## src/rtl/cardinal_nic.sv

```systemverilog
// Cardinal NIC: four 64-bit processor-mapped registers bridging a data-memory port to one ring router port.
// Reads are combinational; one-deep buffer per direction. Define NIC_POLARITY_CHECK_EN to gate sends on VC polarity.
module cardinal_nic #(
  parameter int DATA_W = 64,
  parameter int ADDR_W = 2
) (
  input  logic              Clock,
  input  logic              Reset,
  input  logic [0:ADDR_W-1] addr,
  input  logic [0:DATA_W-1] d_in,
  output logic [0:DATA_W-1] d_out,
  input  logic              nicEn,
  input  logic              nicWrEn,
  input  logic              net_si,
  output logic              net_ri,
  input  logic [0:DATA_W-1] net_di,
  output logic              net_so,
  input  logic              net_ro,
  output logic [0:DATA_W-1] net_do,
  input  logic              net_polarity
);

  localparam logic [0:ADDR_W-1] A_IN_BUF  = ADDR_W'(0);
  localparam logic [0:ADDR_W-1] A_IN_STS  = ADDR_W'(1);
  localparam logic [0:ADDR_W-1] A_OUT_BUF = ADDR_W'(2);
  localparam logic [0:ADDR_W-1] A_OUT_STS = ADDR_W'(3);

  logic [0:DATA_W-1] in_buf_q, in_buf_d;
  logic [0:DATA_W-1] out_buf_q, out_buf_d;
  logic              in_full_q, in_full_d;
  logic              out_full_q, out_full_d;
  logic              rd_en, wr_en, vc_ok;

  assign rd_en = nicEn & ~nicWrEn;
  assign wr_en = nicEn & nicWrEn;

  // Bit 0 (MSB in this numbering) of an outgoing packet selects its virtual channel.
`ifdef NIC_POLARITY_CHECK_EN
  assign vc_ok = (out_buf_q[0] == net_polarity);
`else
  logic unused_polarity;
  assign unused_polarity = net_polarity;
  assign vc_ok = 1'b1;
`endif

  assign net_ri = ~in_full_q & ~Reset;
  assign net_so = out_full_q & net_ro & vc_ok;
  assign net_do = out_buf_q;

  always_comb begin
    d_out = '0;
    if (rd_en) begin
      case (addr)
        A_IN_BUF:  d_out = in_buf_q;
        A_IN_STS:  d_out = {{(DATA_W-1){1'b0}}, in_full_q};
        A_OUT_BUF: d_out = out_buf_q;
        A_OUT_STS: d_out = {{(DATA_W-1){1'b0}}, out_full_q};
        default:   d_out = '0;
      endcase
    end
  end

  always_comb begin
    in_buf_d   = in_buf_q;
    in_full_d  = in_full_q;
    out_buf_d  = out_buf_q;
    out_full_d = out_full_q;

    // Receive and draining read are exclusive: net_ri is low whenever the buffer is full.
    if (net_si && net_ri) begin
      in_buf_d  = net_di;
      in_full_d = 1'b1;
    end else if (rd_en && addr == A_IN_BUF && in_full_q) begin
      in_full_d = 1'b0;
    end

    // A write only lands on an empty buffer, so a same-edge send always wins.
    if (out_full_q) begin
      if (net_so) out_full_d = 1'b0;
    end else if (wr_en && addr == A_OUT_BUF) begin
      out_buf_d  = d_in;
      out_full_d = 1'b1;
    end
  end

  always_ff @(posedge Clock) begin
    if (Reset) begin
      in_buf_q   <= '0;
      in_full_q  <= 1'b0;
      out_buf_q  <= '0;
      out_full_q <= 1'b0;
    end else begin
      in_buf_q   <= in_buf_d;
      in_full_q  <= in_full_d;
      out_buf_q  <= out_buf_d;
      out_full_q <= out_full_d;
    end
  end

endmodule

```

## config.mk

```make
export PLATFORM = sky130hd
export DESIGN_NAME = cardinal_nic
export DESIGN_NICKNAME = d
export VERILOG_FILES = /design/src/rtl/cardinal_nic.sv
export SDC_FILE = /design/constraint.sdc
export NUM_CORES = 1
export LEC_CHECK = 0
export BUFFER_PORTS_ARGS = -buffer_cell sky130_fd_sc_hd__buf_2
export CAP_MARGIN = 20
export CORE_ASPECT_RATIO = 0.5
export CORE_MARGIN = 2
export CORE_UTILIZATION = 35
export DETAILED_ROUTE_END_ITERATION = 8
export PLACE_DENSITY = 0.59
export RECOVER_POWER = 50
export SLEW_MARGIN = 30
export SYNTH_ARGS = -nofsm -noshare
export SYNTH_HDL_FRONTEND = slang
export SYNTH_SLANG_ARGS = --single-unit
```

## constraint.sdc

```tcl
create_clock -name Clock -period 1.6 [get_ports Clock]
set_input_delay 0.32 -clock Clock [delete_from_list [all_inputs] [get_ports Clock]]
set_output_delay 0.32 -clock Clock [all_outputs]
set_load 0.05 [all_outputs]
```

Word-level counts from Yosys, hierarchy flattened
Index checks and enable logic that the tools add are counted.
- div/mod/pow operators: 0
- multiplexer cells: 7
- $add $sub $neg: 0
- multipliers: 0
- bitwise operators: 8
- equal/unequal tests: 3
- shifts and indexed selects: 0
- reduce and logical (&&, ||, !) cells: 7
- $lt $le $gt $ge: 0
- operators by type and width (cell ; number):
    64-bit case mux with 4 select lines ; 1
    64-bit 2-to-1 mux ; 1
    1-bit 2-to-1 mux ; 5
    1-bit AND ; 4
    2-bit == test, second input constant ; 2
    1-bit logical AND ; 4
    1-bit inverter ; 4
    2-bit by 1-bit == test with 1-bit output, second input constant ; 1
    2-bit zero test ; 1
    2-bit AND reduction ; 1
    2-bit nonzero test ; 1
- flip-flop bits (word level): 130
- bits in latches: 0
- memories kept: 0
- output and inout port bits: 130
- RAM bits: 0
- bits in read-only memories: 0
- logic and storage cells: 29
- input bits: 137

Logic depth before layout (Yosys ltp)
Gate-level depths: netlist of run 1.
- depth after elaboration: 6
- depth in mapped cells: 6
- gate-level depth less buffers: 3

Worst setup path before layout of run 1
No wires, ideal clock.
- path type: reg2out
- from: register out_buf_q, in the netlist net_do[63]
- to: output port d_out[63] (netlist bit)
- buffers on the path: 0
- required time: 1.280 ns
- cell stages (with the launch flop): 3
- path slack: -0.376 ns
- data arrival time: 1.656 ns
- cell sequence: dfxtp_1 -> mux4_1 -> nor2b_1
- cells in the longest elaborated chain, start to end: 2
- ends and longest elaborated chain (element ; line ; RTL):
    start: declaration ; 29 ; logic [0:DATA_W-1] out_buf_q, out_buf_d;
    start signal: assignment ; 95 ; out_buf_q <= out_buf_d;
    64-bit case mux with 4 select lines ; 53 ; case (addr)
    64-bit 2-to-1 mux ; 52 ; if (rd_en) begin
    end: declaration ; 11 ; output logic [0:DATA_W-1] d_out,
No other way between the ends.

Final worst setup path of run 1
- from: input port nicWrEn
- to: output port d_out[38] (netlist bit)
- cells in the longest elaborated chain, start to end: 3
- ends and longest elaborated chain (element ; line ; RTL):
    start: declaration ; 13 ; input logic nicWrEn,
    1-bit inverter ; 34 ; assign rd_en = nicEn & ~nicWrEn;
    1-bit AND ; 34 ;
    64-bit 2-to-1 mux ; 52 ;
No other way between the ends.

==> results.sh, run 1 <==
export IMPL_critPathArrivalTime_ns=1.59
export IMPL_intPower_mw=6.33
export IMPL_synthArstFlopShare_pct=0
export IMPL_clkTransAtPathRegs_ns=0.06
export IMPL_synth_edff_count=0
export IMPL_skew_ns=0.0110
export IMPL_grt_antenna_before_repair=2
export IMPL_area_delta_synth_final_pct=67.3
export IMPL_power_frac_seq_pct=41.1
export IMPL_netlist_area_um2=6010
export IMPL_synthFlopType="dfxtp_1"
export IMPL_grt_setup_unrepaired="true"
export IMPL_io_buffer_count=265
export IMPL_dieHeight_um=96.7
export IMPL_p_sw_mw=2.20
export IMPL_p_sw_share_pct=25.8
export IMPL_routed_wl_um=20200
export IMPL_min_delay_start="net_di[58]"
export IMPL_rows=33
export IMPL_die_area_um2=18300
export IMPL_ys_ff_latch=130
export IMPL_slew_headroom_pct=58.6
export IMPL_fin_crit_sh_pct=119
export IMPL_grt_pass1_wl_um=31400
export IMPL_critPathRequiredTime_ns=1.28
export IMPL_core_area_um2=16600
export IMPL_power_mw=8.54
export IMPL_grt_max_degree=85
export IMPL_min_period_ns=1.91
export IMPL_drive_above_1_share_pct=44.9
export IMPL_setup_viol=70
export IMPL_synth_top_area_share_pct=43.3
export IMPL_fmax_mhz=524
export IMPL_critPathMaxFanout=8
export IMPL_clock_latency_ns=0.41
export IMPL_clockRootBuffer="clkbuf_16"
export IMPL_cts_max_level=4
export IMPL_drt_iter0_drc=242
export IMPL_drc=0
export IMPL_synthCells=646
export IMPL_layout_nets=1076
export IMPL_r2r_end="net_do[49]"
export IMPL_cp_startpoint="nicWrEn"
export IMPL_vias_per_cell=4.74
export IMPL_hold_viol=0
export IMPL_slew_viol_final=0
export IMPL_clockBufferDepth=2
export IMPL_reg2reg_depth=5
export IMPL_power_leakage_nw=4.46
export IMPL_num_vias=5596
export IMPL_start_util_pct=36.2
export IMPL_yosys_warnings=0
export IMPL_r2r_start="out_full_q"
export IMPL_cts_tree="built"
export IMPL_clkPwrFrac_pct=45.9
export IMPL_critPathCaptureType="output pin"
export IMPL_die_x_um=189
export IMPL_synth_area_leaders="dfxtp_1, nand2b_1, mux2i_1"
export IMPL_drv_cap=0
export IMPL_routabilityCongestion=0.777
export IMPL_hpwl_um=11700
export IMPL_cts_buffers=17
export IMPL_power_density_nw_per_um2=849
export IMPL_synth_avg_cell_area_um2=9.31
export IMPL_whs_ns=0.105
export IMPL_outcome="finished, violations left"
export IMPL_final_setup_worst_slack_ns=-0.308
export IMPL_r2r_setup_slack_ns=-0.02
export IMPL_grt_pass1_vias=5739
export IMPL_synthDistinctLibCells=22
export IMPL_combPwrFrac_pct=12.9
export IMPL_ir_worst_vdd_v=0.000737
export IMPL_worst_slew_pin_slew_ns=0.621
export IMPL_ys_seq_area_share_pct=43.3
export IMPL_wl_per_cell_um=17.1
export IMPL_synth_top_cell_by_area="dfxtp_1"
export IMPL_hp_class="primary input to register"
export IMPL_drtPass1Iterations=4
export IMPL_top_level_ports=267
export IMPL_grt_overflow_total=0
export IMPL_cts_num_sinks=130
export IMPL_violations="setup timing"
export IMPL_ant_nets=0
export IMPL_crit_type="primary input to output pin"
export IMPL_endpoint="d_out[38]"
export IMPL_grtUsageTotal_pct=21.9
export IMPL_syn_nets=783
export IMPL_cts_hold_buffers=0
export IMPL_whs_path_depth=3
export IMPL_critPathLaunchType="primary input"
==> worst max-delay path, cell delays in order <==
cell      delay [ns]
buf_6           0.09
nand2b_4        0.15
buf_6           0.12
nor2_4          0.13
buf_4           0.14
buf_6           0.12
buf_6           0.11
buf_16          0.13
a22o_4          0.12
buf_8           0.14
==> metrics by stage <==
step	instances	area (um^2)	util (%)	setup WS [ns]	TNS [ns]
2_1_floorplan	646	6090	-	-0.0760	-4.56
3_3_place_gp	1108	7690	46.4	-0.340	-20.68
3_5_place_dp	1108	7690	46.4	-0.341	-21.74
4_1_cts	1182	10100	60.6	-0.270	-12.73
5_1_grt	1180	10100	60.6	-0.343	-23.51
6_report	1181	10100	60.6	-0.308	-13.27
==> per-layer routing <==
| metal | track usage (%) | wire length, um | up-vias |
|---|---|---|---|
| met4 | 8.65 | 486 | 0 |
| met5 | 0 | 0 | - |
| li1 | - | - | 2775 |
| met3 | 4.54 | 827 | 34 |
| met2 | 36.8 | 9790 | 142 |
| met1 | 27.4 | 9140 | 2645 |
==> how the worst min path moves through the flow <==
stage                         to
global route         in_buf_q[7]
floorplan            in_buf_q[0]
CTS                  in_buf_q[4]
global placement    in_buf_q[27]
detailed placement  in_buf_q[33]
finish              in_buf_q[58]
==> final cells by class <==
cell class	count	area (um^2)
well taps	227	284
flip-flops and latches	130	2600
multi-input cells	462	3630
repair buffers	328	2940
diodes	2	5.00
fillers	1380	6540
clock buffers	20	467
clock inverters	12	131
==> power by group through the flow <==
stage	Combinational, mW	Clock (mW)	Sequential, mW
3_5_place_dp	0.916	0	3.55
3_3_place_gp	0.903	0	3.55
5_1_grt	1.19	4.14	3.53
2_1_floorplan	0.472	0	3.65
4_1_cts	1.12	4.00	3.50
6_report	1.10	3.92	3.51
==> cells in the mapped netlist, types with 2 or more instances <==
cell type,n
nand2b_1,194
dfxtp_1,130
nand2_1,65
mux2i_1,64
a22o_1,63
o21ai_0,44
clkbuf_1,26
buf_2,20
o21ai_1,20
buf_12,5
buf_4,2
nor2_1,2
nor2b_1,2
==> cells in the final DEF (no fill, tap or decap), drive strengths merged <==
master    instances
clkbuf           42
nor2b             2
mux2i            64
nand2b          194
a211oi            1
o21ai            64
clkinvlp          4
nand2            65
o21ba             1
nor3              2
mux4              1
bufinv            2
clkinv            5
dfxtp           130
nor2              3
diode             2
nor3b             1
inv               1
a22o             63
and2              1
buf             306
==> sequential cells by signal, summed over array words and instances, names as in the netlist <==
signal      flops
in_buf_q       64
net_do         64
in_full_q       1
out_full_q      1
==> kinds of logic after synthesis <==
| group | count (synthesis) | share of synthesized area [%] |
|---|---|---|
| flops | 130 | 43.3 |
| simple gates | 268 | 25.4 |
| buf+inv | 54 | 5.39 |
| mux | 65 | 11.1 |
| compound gates | 129 | 14.8 |
==> what timing repair did <==
action                                  CTS  global route
pin swaps                                 9             7
resized for setup                       269            28
endpoints found under the setup margin   66            66
cloned                                   13             1
buffers inserted                         29             1
(Power assumes the default switching activity.)
==> run 2, diff against run 1 <==
--- a/config.mk
+++ b/config.mk
@@ -12,7 +12,7 @@
 export CORE_UTILIZATION = 35
 export DETAILED_ROUTE_END_ITERATION = 8
 export PLACE_DENSITY = 0.59
-export RECOVER_POWER = 50
+export RECOVER_POWER = 25
 export SLEW_MARGIN = 30
 export SYNTH_ARGS = -nofsm -noshare
 export SYNTH_HDL_FRONTEND = slang
==> constraint.sdc (replaced) <==
create_clock -name Clock -period 1.6 [get_ports Clock]
set_input_delay 0.32 -clock Clock [delete_from_list [all_inputs] [get_ports Clock]]
set_output_delay 0.32 -clock Clock [all_outputs]
set_load 0.02 [all_outputs]
==> run 2 against run 1 <==
Compared with the run above: the run still ends with setup timing left; wire length decreased by 7.0%; clock-buffer cell count fell by 1; register-to-register slack better by 0.07 ns; utilization down 7.2 points; clock power is 5.4% lower; non-clock buffer count fell by 25; final area fell by 12%.
==> results.sh, run 2 (synthesis results as in run 1) <==
export IMPL_grt_antenna_before_repair=0
export IMPL_clockBufferDepth=2
export IMPL_outcome="finished, violations left"
export IMPL_top_level_ports=267
export IMPL_vias_per_cell=4.75
export IMPL_power_leakage_nw=3.65
export IMPL_mostFrequentLayoutCells="nand2b_1, buf_2, dfxtp_1"
export IMPL_violations="setup timing"
export IMPL_fin_setup_tns_ns=-7.47
export IMPL_layout_commonest_cell="nand2b_1"
export IMPL_rows=33
export IMPL_critPathRequiredTime_ns=1.28
export IMPL_final_area_um2=8860
export IMPL_final_setup_worst_slack_ns=-0.204
export IMPL_hpwl_um=11500
export IMPL_grtUsageTotal_pct=19.2
export IMPL_num_vias=5480
export IMPL_skew_ns=0.00618
export IMPL_clockRootBuffer="clkbuf_16"
export IMPL_clkTransAtPathRegs_ns=0.06
export IMPL_area_delta_synth_final_pct=47.4
export IMPL_die_x_um=189
export IMPL_routabilityCongestion=0.724
export IMPL_antenna_cells=0
export IMPL_critPathLaunchType="register"
export IMPL_fmax_mhz=554
export IMPL_critPathMaxFanout=2
export IMPL_fin_crit_sh_pct=113
export IMPL_grt_pass1_wl_um=28000
export IMPL_routed_wl_um=18800
export IMPL_dpl_cell_count=1103
export IMPL_cts_tree="built"
export IMPL_dp_slack_ns=-0.254
export IMPL_die_area_um2=18300
export IMPL_grt_max_degree=104
export IMPL_crit_type="register to output pin"
export IMPL_clock_latency_ns=0.41
export IMPL_slew_headroom_pct=69.1
export IMPL_hold_viol=0
export IMPL_drtPass1Iterations=5
export IMPL_ir_worst_vdd_v=0.000810
export IMPL_grt_overflow_total=0
export IMPL_critPathCaptureType="output pin"
export IMPL_cts_num_sinks=130
export IMPL_cts_max_level=4
export IMPL_grt_setup_unrepaired="true"
export IMPL_cts_buffers=17
export IMPL_slew_viol_final=0
export IMPL_instances_no_fill=1154
export IMPL_drt_iter0_drc=176
export IMPL_power_density_nw_per_um2=911
export IMPL_ant_nets=0
export IMPL_worst_slew_pin_slew_ns=0.464
export IMPL_grt_pass1_vias=5503
export IMPL_drc=0
export IMPL_min_period_ns=1.80
export IMPL_setup_viol=64
export IMPL_layout_nets=1051
export IMPL_start_util_pct=36.2
export IMPL_hp_class="primary input to register"
export IMPL_core_area_um2=16600
export IMPL_final_util_pct=53.4
export IMPL_critPathArrivalTime_ns=1.48
export IMPL_io_buffer_count=265
export IMPL_dpl_cell_area_um2=7600
export IMPL_wl_per_cell_um=16.3
export IMPL_drv_cap=0
export IMPL_drive_above_1_share_pct=33.3
export IMPL_dieHeight_um=96.7
-- run 2: worst paths after layout --
path,slack [ns],start,depth (start not counted),end
worst min-delay path,0.10,net_di[9],3,in_buf_q[9]
worst max-delay path,-0.20,out_full_q,3,d_out[63]
worst min register to register,0.47,in_buf_q[26],2,in_buf_q[26]
worst max register to register,0.05,out_full_q,5,net_do[63]
-- run 2: power breakdown --
part | internal, mW | switching (mW) | total (mW) | leakage, nW
Clock | 2.21 | 1.51 | 3.71 | 0.259
Combinational | 0.445 | 0.426 | 0.871 | 2.33
Sequential | 3.39 | 0.0942 | 3.48 | 1.06
Total | 6.04 | 2.03 | 8.07 | 3.65
-- run 2: worst max-delay path: stages (launching register included) --
cell and delay, ns:
dfxtp_2 0.32, mux4_2 0.46, nor2b_1 0.14, buf_4 0.15
-- run 2: layout make-up --
type | count | area, um^2
fillers | 1580 | 7740
multi-input cells | 462 | 3120
flip-flops and latches | 130 | 2610
repair buffers | 303 | 2280
clock buffers | 19 | 453
well taps | 227 | 284
clock inverters | 13 | 111
-- run 2: routing by layer --
| layer | global-route usage, % | part of all wire, % |
|---|---|---|
| met5 | 0 | 0 |
| met4 | 7.16 | 1.7 |
| met3 | 4.35 | 5.2 |
| met2 | 32.6 | 48 |
| met1 | 23.9 | 46 |
-- run 2: what timing repair did --
item,4_1_cts,5_1_grt
hold buffers,0,0
setup buffers,7,4
pin swaps,11,11
endpoints found under the setup margin,64,64
gates cloned,6,6
resized for setup,113,37
-- run 2: through the flow --
stage                     total power [mW]  hold slack (ns)
after global routing                  8.40           0.0983
after CTS                             8.14           0.0829
after global placement                4.32            0.452
final                                 8.07            0.101
after floorplan                       3.99            0.429
after detailed placement              4.34            0.457
==> run 3, diff against run 2 <==
--- a/config.mk
+++ b/config.mk
@@ -5,14 +5,18 @@
 export SDC_FILE = /design/constraint.sdc
 export NUM_CORES = 1
 export LEC_CHECK = 0
+export ABC_AREA = 0
 export BUFFER_PORTS_ARGS = -buffer_cell sky130_fd_sc_hd__buf_2
 export CAP_MARGIN = 20
+export CELL_PAD_IN_SITES_DETAIL_PLACEMENT = 1
+export CELL_PAD_IN_SITES_GLOBAL_PLACEMENT = 1
 export CORE_ASPECT_RATIO = 0.5
 export CORE_MARGIN = 2
-export CORE_UTILIZATION = 35
+export CORE_UTILIZATION = 34
 export DETAILED_ROUTE_END_ITERATION = 8
-export PLACE_DENSITY = 0.59
+export PLACE_DENSITY = 0.77
 export RECOVER_POWER = 25
+export SETUP_SLACK_MARGIN = 0.5
 export SLEW_MARGIN = 30
 export SYNTH_ARGS = -nofsm -noshare
 export SYNTH_HDL_FRONTEND = slang
==> run 3 against run 2 <==
Compared with the run above: the flow still finishes with violations (setup timing); combinational power rose by 78%; sequential power barely moved; final area is 25% higher; non-clock buffer count rose by 62; die area increased by 2.9%; critical path depth rose by 6; clock power rose by 2%; clock-buffer cell count down 1; setup slack got worse by 0.12 ns; cell count is 6.4% higher; largest power group unchanged.
==> results.sh, run 3 (synthesis results as in run 1) <==
export IMPL_outcome="finished, violations left"
export IMPL_violations="setup timing"
export IMPL_r2r_start="in_full_q"
export IMPL_grt_overflow_total=0
export IMPL_layout_commonest_cell="nand2b_1"
export IMPL_fmax_mhz=521
export IMPL_clkTransAtPathRegs_ns=0.07
export IMPL_grt_pass1_vias=6341
export IMPL_grtUsageTotal_pct=25.6
export IMPL_power_leakage_nw=4.89
export IMPL_num_vias=6555
export IMPL_hp_class="primary input to register"
export IMPL_dieHeight_um=98.0
export IMPL_hold_end="in_buf_q[16]"
export IMPL_fin_setup_tns_ns=-15.31
export IMPL_final_util_pct=63.8
export IMPL_crit_type="primary input to output pin"
export IMPL_r2r_end="in_buf_q[48]"
export IMPL_mostFrequentLayoutCells="nand2b_1, buf_2, dfxtp_1"
export IMPL_layout_nets=1113
export IMPL_fin_crit_sh_pct=120
export IMPL_cts_hold_buffers=0
export IMPL_routed_wl_um=32300
export IMPL_reg2reg_depth=9
export IMPL_grt_setup_unrepaired="true"
export IMPL_drc=0
export IMPL_io_buffer_count=265
export IMPL_r2r_setup_slack_ns=-0.03
export IMPL_power_density_nw_per_um2=801
export IMPL_critPathMaxFanout=5
export IMPL_die_x_um=192
export IMPL_clock_latency_ns=0.43
export IMPL_grt_pass1_wl_um=36400
export IMPL_ant_nets=0
export IMPL_routabilityCongestion=0.769
export IMPL_critPathArrivalTime_ns=1.60
export IMPL_grt_max_degree=81
export IMPL_hold_viol=0
export IMPL_drt_iter0_drc=349
export IMPL_vias_per_cell=5.34
export IMPL_wl_per_cell_um=26.3
export IMPL_ir_worst_vdd_v=0.000690
export IMPL_slew_viol_final=0
export IMPL_clockRootBuffer="clkbuf_16"
export IMPL_critPathCaptureType="output pin"
export IMPL_core_area_um2=17400
export IMPL_critPathLaunchType="primary input"
export IMPL_critPathRequiredTime_ns=1.28
export IMPL_cts_tree="built"
export IMPL_min_period_ns=1.92
export IMPL_top_level_ports=267
export IMPL_cts_max_level=4
export IMPL_die_area_um2=18800
export IMPL_clockBufferDepth=2
export IMPL_drtPass1Iterations=4
export IMPL_final_setup_worst_slack_ns=-0.320
export IMPL_min_delay_start="net_di[16]"
export IMPL_hpwl_um=13000
export IMPL_grt_antenna_before_repair=4
export IMPL_setup_viol=68
export IMPL_start_util_pct=34.6
export IMPL_num_fill_cells=1856
export IMPL_whs_path_depth=3
export IMPL_cts_buffers=17
export IMPL_multi_input_area_um2=3810
export IMPL_drive_above_1_share_pct=54.2
export IMPL_area_delta_synth_final_pct=84.1
export IMPL_rows=34
export IMPL_drv_cap=0
export IMPL_worst_slew_pin_slew_ns=0.642
export IMPL_seqCellArea_um2=2620
export IMPL_cts_num_sinks=130
export IMPL_power_mw=8.86
export IMPL_skew_ns=0.0126
export IMPL_slew_headroom_pct=57.2
[run 3: cell types whose count changed in the layout (fill, tap and decap cells not counted), moves of 29 or more]
cell | previous run | this run
nand2_4 | 0 | 40
buf_6 | 63 | 92
o21ai_0 | 44 | 2
o21ai_2 | 0 | 45
nand2_1 | 65 | 7
clkbuf_1 | 37 | 1
[run 3: stage by stage]
| step | cell area [um^2] | setup WS, ns | hold WS (ns) | std cells |
|---|---|---|---|---|
| 2_1_floorplan | 6150 | 0.0643 | 0.429 | 646 |
| 3_3_place_gp | 7640 | -0.150 | 0.453 | 1107 |
| 3_5_place_dp | 7640 | -0.199 | 0.459 | 1107 |
| 4_1_cts | 9730 | -0.202 | 0.0877 | 1185 |
| 5_1_grt | 11100 | -0.329 | 0.0903 | 1227 |
| 6_report | 11100 | -0.320 | 0.0897 | 1228 |
[run 3: area by class of cell]
class | instances | share of cell area [%]
multi-input cells | 462 | 34.4
repair buffers | 365 | 34.1
flip-flops and latches | 130 | 23.6
clock buffers | 18 | 3.97
well taps | 234 | 2.65
clock inverters | 14 | 1.05
diodes | 5 | 0.113
[run 3: per-layer routing]
metal,share of wire (%),routed length [um],up-vias,track usage (%)
li1,-,-,2877,-
met1,42,13500,3265,31.2
met2,48,15600,305,44.1
met3,5.6,1820,108,4.57
met4,4.3,1410,0,11.8
met5,0,0,-,0
[run 3: worst max-delay path, cell delays in order]
cell      delay [ns]
buf_6           0.10
nand2b_4        0.16
nor3_4          0.22
buf_6           0.15
buf_8           0.13
buf_12          0.11
buf_16          0.11
a22o_1          0.18
buf_6           0.13
[run 3: repair_timing]
action                     in CTS  in global routing
pin swaps                      64                 31
setup buffers                  24                 15
setup endpoints to repair     259                260
hold endpoints to repair        0                  0
gates cloned                   22                 23
resized for setup             227                283
[run 3: worst max-delay path by stage]
stage | end | slack (ns) | start | depth (start not counted)
6_report | d_out[8] | -0.32 | nicWrEn | 9
5_1_grt | d_out[6] | -0.33 | nicWrEn | 9
4_1_cts | d_out[63] | -0.20 | out_full_q | 3
3_5_place_dp | d_out[5] | -0.20 | nicWrEn | 6
3_3_place_gp | d_out[57] | -0.15 | nicWrEn | 6
2_1_floorplan | d_out[20] | 0.06 | nicWrEn | 4
[run 3: power by group]
group | switching [mW] | total [mW] | leakage (nW) | internal, mW
clock | 1.64 | 3.80 | 0.256 | 2.16
sequential | 0.120 | 3.51 | 1.07 | 3.39
combinational | 0.758 | 1.55 | 3.57 | 0.796
